## config.mk

```make
export PLATFORM = sky130hd
export DESIGN_NAME = alu_arbiter
export DESIGN_NICKNAME = d
export VERILOG_FILES = /design/src/rtl/alu_arbiter.sv
export SDC_FILE = /design/constraint.sdc
export NUM_CORES = 1
export LEC_CHECK = 0
export CORE_UTILIZATION = 37
export DETAILED_ROUTE_END_ITERATION = 8
export PLACE_DENSITY = 0.92
export SLEW_MARGIN = 25
export SYNTH_ARGS = -nofsm -noshare
export SYNTH_HDL_FRONTEND = slang
export SYNTH_SLANG_ARGS = --single-unit
```

## constraint.sdc

```tcl
create_clock -name Clock -period 1.96 [get_ports Clock]
set_input_delay 0.392 -clock Clock [delete_from_list [all_inputs] [get_ports Clock]]
set_output_delay 0.392 -clock Clock [all_outputs]
set_load 0.05 [all_outputs]
```

## src/rtl/alu_arbiter.sv

```systemverilog
// Two-requester arbiter in front of the shared ArithmeticLogicUnit: grant, register operands, run one ALU cycle, return the result.
// Build option: define ALU_ARB_FIXED_PRIORITY_EN to make requester 0 win every contention (round-robin otherwise).

package InstructionSetPkg;

    parameter int DataWidth      = 16;
    parameter int ImmediateWidth = 6;

    typedef enum logic [3:0] {
        MOVE, ADD, ADC, SUB, AND, OR, XOR, NAND, ROL, ROR, SHL, SHR
    } eOperation;

    typedef struct packed {
        logic Overflow;
        logic Parity;
        logic Negative;
        logic Zero;
        logic Carry;
    } sFlags;

endpackage

module alu_arbiter
    import InstructionSetPkg::*;
#(
    parameter int NumReq         = 2,
    parameter int DataWidth      = InstructionSetPkg::DataWidth,
    parameter int ImmediateWidth = InstructionSetPkg::ImmediateWidth
) (
    input  logic                                   Clock,
    input  logic                                   nReset,
    input  logic [NumReq-1:0]                      ReqValid,
    output logic [NumReq-1:0]                      ReqReady,
    input  eOperation [NumReq-1:0]                 ReqOp,
    input  logic [NumReq-1:0][DataWidth-1:0]       ReqSrc,
    input  logic [NumReq-1:0][DataWidth-1:0]       ReqDest,
    input  logic [NumReq-1:0][ImmediateWidth-1:0]  ReqImm,
    input  sFlags [NumReq-1:0]                     ReqFlags,
    output logic [NumReq-1:0]                      RspValid,
    input  logic [NumReq-1:0]                      RspReady,
    output logic [DataWidth-1:0]                   RspData,
    output sFlags                                  RspFlags,
    output eOperation                              AluOperation,
    output logic [DataWidth-1:0]                   AluSrc,
    output logic [DataWidth-1:0]                   AluDest,
    output logic [ImmediateWidth-1:0]              AluImm,
    output sFlags                                  AluFlags,
    input  logic [DataWidth-1:0]                   AluOutDest,
    input  sFlags                                  AluOutFlags,
    output logic                                   Busy,
    output logic                                   GrantId
);

    typedef enum logic [1:0] {IDLE, EXEC, RESP} eState;

    eState                     state;
    eState                     nextState;
    logic                      winner;
    logic                      contendWinner;
    logic                      accept;
    logic                      complete;
    eOperation                 opReg;
    logic [DataWidth-1:0]      srcReg;
    logic [DataWidth-1:0]      destReg;
    logic [ImmediateWidth-1:0] immReg;
    sFlags                     flagsReg;

    assign accept   = (state == IDLE) && (|ReqValid);
    assign complete = (state == RESP) && RspReady[GrantId];

`ifdef ALU_ARB_FIXED_PRIORITY_EN
    assign contendWinner = 1'b0;
`else
    logic rrPtr;

    // The pointer only moves when a transaction completes, so a requester that withdraws early keeps its turn.
    always_ff @(posedge Clock or negedge nReset) begin
        if (!nReset) begin
            rrPtr <= 1'b0;
        end else if (complete) begin
            rrPtr <= ~GrantId;
        end
    end

    assign contendWinner = rrPtr;
`endif

    always_comb begin
        winner = contendWinner;
        if (ReqValid[0] && !ReqValid[1]) begin
            winner = 1'b0;
        end else if (ReqValid[1] && !ReqValid[0]) begin
            winner = 1'b1;
        end
    end

    always_comb begin
        ReqReady  = '0;
        RspValid  = '0;
        nextState = state;
        case (state)
            IDLE: begin
                if (|ReqValid) begin
                    ReqReady[winner] = 1'b1;
                    nextState        = EXEC;
                end
            end
            EXEC: begin
                nextState = RESP;
            end
            RESP: begin
                RspValid[GrantId] = 1'b1;
                if (RspReady[GrantId]) begin
                    nextState = IDLE;
                end
            end
            default: begin
                nextState = IDLE;
            end
        endcase
    end

    always_ff @(posedge Clock or negedge nReset) begin
        if (!nReset) begin
            state <= IDLE;
        end else begin
            state <= nextState;
        end
    end

    // Operand registers feed the ALU directly, so requester payloads never reach it combinationally.
    always_ff @(posedge Clock or negedge nReset) begin
        if (!nReset) begin
            GrantId  <= 1'b0;
            opReg    <= MOVE;
            srcReg   <= '0;
            destReg  <= '0;
            immReg   <= '0;
            flagsReg <= '0;
            RspData  <= '0;
            RspFlags <= '0;
        end else begin
            if (accept) begin
                GrantId  <= winner;
                opReg    <= ReqOp[winner];
                srcReg   <= ReqSrc[winner];
                destReg  <= ReqDest[winner];
                immReg   <= ReqImm[winner];
                flagsReg <= ReqFlags[winner];
            end
            if (state == EXEC) begin
                RspData  <= AluOutDest;
                RspFlags <= AluOutFlags;
            end
        end
    end

    assign AluOperation = opReg;
    assign AluSrc       = srcReg;
    assign AluDest      = destReg;
    assign AluImm       = immReg;
    assign AluFlags     = flagsReg;
    assign Busy         = (state != IDLE);

endmodule

```

# --- Word level (Yosys, flattened, before mapping) ---
# Cells that the tools add are included.
word_totals:
  wordCells: 63
  output_inout_bits: 74
  register_bits: 72
  in_bits: 121
classes:
  muxes: 24
  n_eq_ne: 4
  order_cmp: 4
  bitwise_logic: 1
  reduce_logical: 12
ops:
  columns: ["operator", "count"]
  rows:
  - ["$mux 16", 4]
  - ["$mux 6", 2]
  - ["$mux 2", 5]
  - ["$mux 5", 2]
  - ["$mux 4", 2]
  - ["$logic_and 1x1->1", 6]
  - ["$mux 1", 6]
  - ["$pmux 2 s3", 1]
  - ["$lt 1x2->1 const B", 2]
  - ["$ne 2x1->1 const B", 2]
  - ["$demux 1 s1", 2]
  - ["$eq 2x1->1 const B", 1]
  - ["$eq 2x2->1 const B", 1]
  - ["$ge 1x1->1 const B", 2]
  - ["$logic_not 1->1", 2]
  - ["$logic_not 2->1", 1]
  - ["$reduce_and 2->1", 1]
  - ["$reduce_bool 2->1", 1]
  - ["$reduce_or 2->1", 1]
  - ["$not 1->1", 1]

# --- Logic depth before layout (Yosys ltp) ---
logic_depth:
  depth_word: 10
  ltp_mapped: 6
  depth_no_buf: 4

# --- Worst setup path before layout ---
# Ideal clock, no wire load.
synth_path:
  path_type: "register to output"
  start: "register state[1]"
  end: "output port ReqReady[0]"
  stages_incl_launch_ff: 4
  setup_slack_ps: 199
  n_path_buf: 1
  arrival_time_ps: 1369
  t_required_ps: 1568
  cell_sequence: "dfrtp_1 nor2_1 and3_4 clkbuf_1"
synth_between:
  elab_chain_len: 2
synth_lines:
  columns: ["item", "line", "text"]
  rows:
  - ["start, declared", "56", "eState state;"]
  - ["start signal, assigned", "127", "state <= nextState;"]
  - ["$logic_not 2->1", "101", "case (state)"]
  - ["$mux 2", "101", null]
  - ["end, declared", "33", "output logic [NumReq-1:0] ReqReady,"]
# Every way passes these cells.

# --- Worst setup path after layout ---
layout_path:
  start: "register destReg[1] (netlist: AluDest[1])"
  end: "output port AluDest[1]"
layout_lines:
  columns: ["item", "line", "text"]
  rows:
  - ["start, declared", "64", "logic [DataWidth-1:0] destReg;"]
  - ["start signal, assigned", "147", "destReg <= ReqDest[winner];"]
  - ["end, declared", "45", "output logic [DataWidth-1:0] AluDest,"]
# No word-level cell between the ends.

==> results.ini <==
[cts]
path_clk_slew_ps=70
post_cts_resize_count=0
clock_path_buffers=2
clock-root-buffer=clkbuf_8
clock_latency_ps=340
cts_hold_buf=0
cts_tree=done
clkSinkCount=72
cts_setup_buffers=0
cts_buffers=9
cts_max_level=3

[critical_path]
cp_max_fo=2
critPathMaxStageDelay_ps=820
setup.worst_path.end_class=output port
startpoint_type=register
path_buf_inv=1
worstPathArrival_ps=1530
required_ps=1570
crit_chain=clkdlybuf4s50_1
cp_slowest_cell=clkdlybuf4s50_1
path_class=register to output port
crit_family=buffers and inverters

[yosys]
synth_cell_types=17
synth_area_leaders=dfrtp_1, a221o_1, o21a_1, mux2_2, buf_2
syn_area_um2=3100
synth_fp_nets=353
synthTopCellsByCount=dfrtp_1, a221o_1, o21a_1, mux2_2, buf_2
synthDominantCellAreaShare=0.581
ys_seq_area_frac=0.581
syn_inst=232
yosysTopAreaCell=dfrtp_1
synth.most_common_cell=dfrtp_1
synthFlopType=dfrtp_1
synth_area_per_cell_um2=13.4
synthArstFlopShare=1.00
synth_edf_count=0
yosysWarningCount=0
ys_seq_elements=72

[placement]
dp_cells=519
gp_congestion=0.718
port_buffers=194
dp_hpwl_mm=6.60

[outcome]
status=complete, no violations

[timing]
setup_violations=0
tightest_slew_ps=524
finalCritPeriodShare=0.979
rsz0062_at_grt=no
fmax_mhz=521
slew_headroom=0.650
slew_viol_final=0
setup_tns_ps=0
hold_violations=0
period_minus_slack_ps=1920
skew_ps=12.5

[floorplan]
row_count=33
die_y_um=93.6
die_x_um=93.6
io_pins=195
dieArea_um2=8750
core_um2=8180
start_util=0.379

[route]
viasPerCell=5.23
firstDrtPassIters=4
routedWlPerCell_um=17.0
antenna_left=0
vias=2796
wl_mm=9.09
drc=0
drtIter0Drc=106

[global_route]
antenna_found_initial=0
grt_max_degree=40
grt_pass1_vias=2874
grt_usage=0.208
grt_remaining_overflow=0
grt_first_pass_wirelength_mm=13.9

[hold_path]
hold_path.class=primary input to asynchronous set/reset pin

[finish]
syn_to_final_growth_pct=76.2
num_antenna_cells=0
fin_util=0.669
drive_gt1_frac=0.140
layout.cells.non_filler=535
finalNetCount=546

[power_and_ir_drop]
powerDensity_nw_per_um2=1900
p_leak_nw=2.38
vdd_drop_max_mv=0.861

[run]
maxCapViolCount=0

final timing paths:
check	from	endpoint	slack (ps)	cells after the start
max	AluDest[1]$_DFFE_PN0P_	AluDest[1]	40	1
min	nReset	RspData[6]$_DFFE_PN0N_	20	1
max reg2reg	state[1]$_DFFE_PN0P_	AluFlags[0]$_DFFE_PN0P_	430	5
min reg2reg	RspFlags[2]$_DFFE_PN0N_	RspFlags[2]$_DFFE_PN0N_	510	1
max in group asynchronous	nReset	AluImm[4]$_DFFE_PN0P_	1380	2
min in group Clock	RspFlags[2]$_DFFE_PN0N_	RspFlags[2]$_DFFE_PN0N_	510	1
cell usage in the layout (no fill, tap or decap), drive strengths merged:
cell / count
clkdlybuf4s50: 172
dfrtp: 72
o21a: 47
a221o: 47
mux2: 21
buf: 20
dlymetal6s2s: 13
clkbuf: 10
nor2: 5
nand2b: 4
o21ai: 4
inv: 3
clkinv: 3
and3: 3
clkinvlp: 2
nand2: 1
a31oi: 1
a21oi: 1
bufinv: 1
area by class of cell:
class	count	area, µm²
Clock buffer	10	128
Clock inverter	6	60.1
Fill cell	629	2710
Inverter	3	11.3
Multi-Input combinational cell	134	1170
Sequential cell	72	1800
Tap cell	105	131
Timing Repair Buffer	205	2160
flip-flops by register name, indices dropped and copies added, names as in the netlist:
name and count:
AluDest 16, AluSrc 16, RspData 16, AluImm 6, AluFlags 5, RspFlags 5, AluOperation 4, state 2
GrantId 1, contendWinner 1
power by group:
part	switching, W	total [W]	internal [W]	leakage [nW]
logic	0.00396	0.00658	0.00262	1.42
registers	0.000442	0.00267	0.00223	0.871
clock network	0.000544	0.00113	0.000581	0.0920
kinds of logic after synthesis:
family | synth area share
buf+inv | 0.0444
mux | 0.0762
simple gates | 0.0230
flops | 0.581
compound gates | 0.276
per-stage QoR:
step,instance area (µm²),setup WS [ps],hold WS [ps],power (W)
final,5470,41.5,15.8,0.0104
after global routing,5470,1.14,37.2,0.0109
after CTS,5430,8.50,24.2,0.0105
after detailed placement,5240,53.3,401,0.00932
after global placement,5240,76.6,396,0.00913
after floorplan,3100,199,96.4,0.00697
per-layer routing:
layer / global-route usage / share of wire
met3: 0.0545 / 0.071
met5: 0 / 0
met1: 0.238 / 0.41
met4: 0.0962 / 0.022
met2: 0.360 / 0.50
No activity file was read; power rests on OpenSTA's default activity.
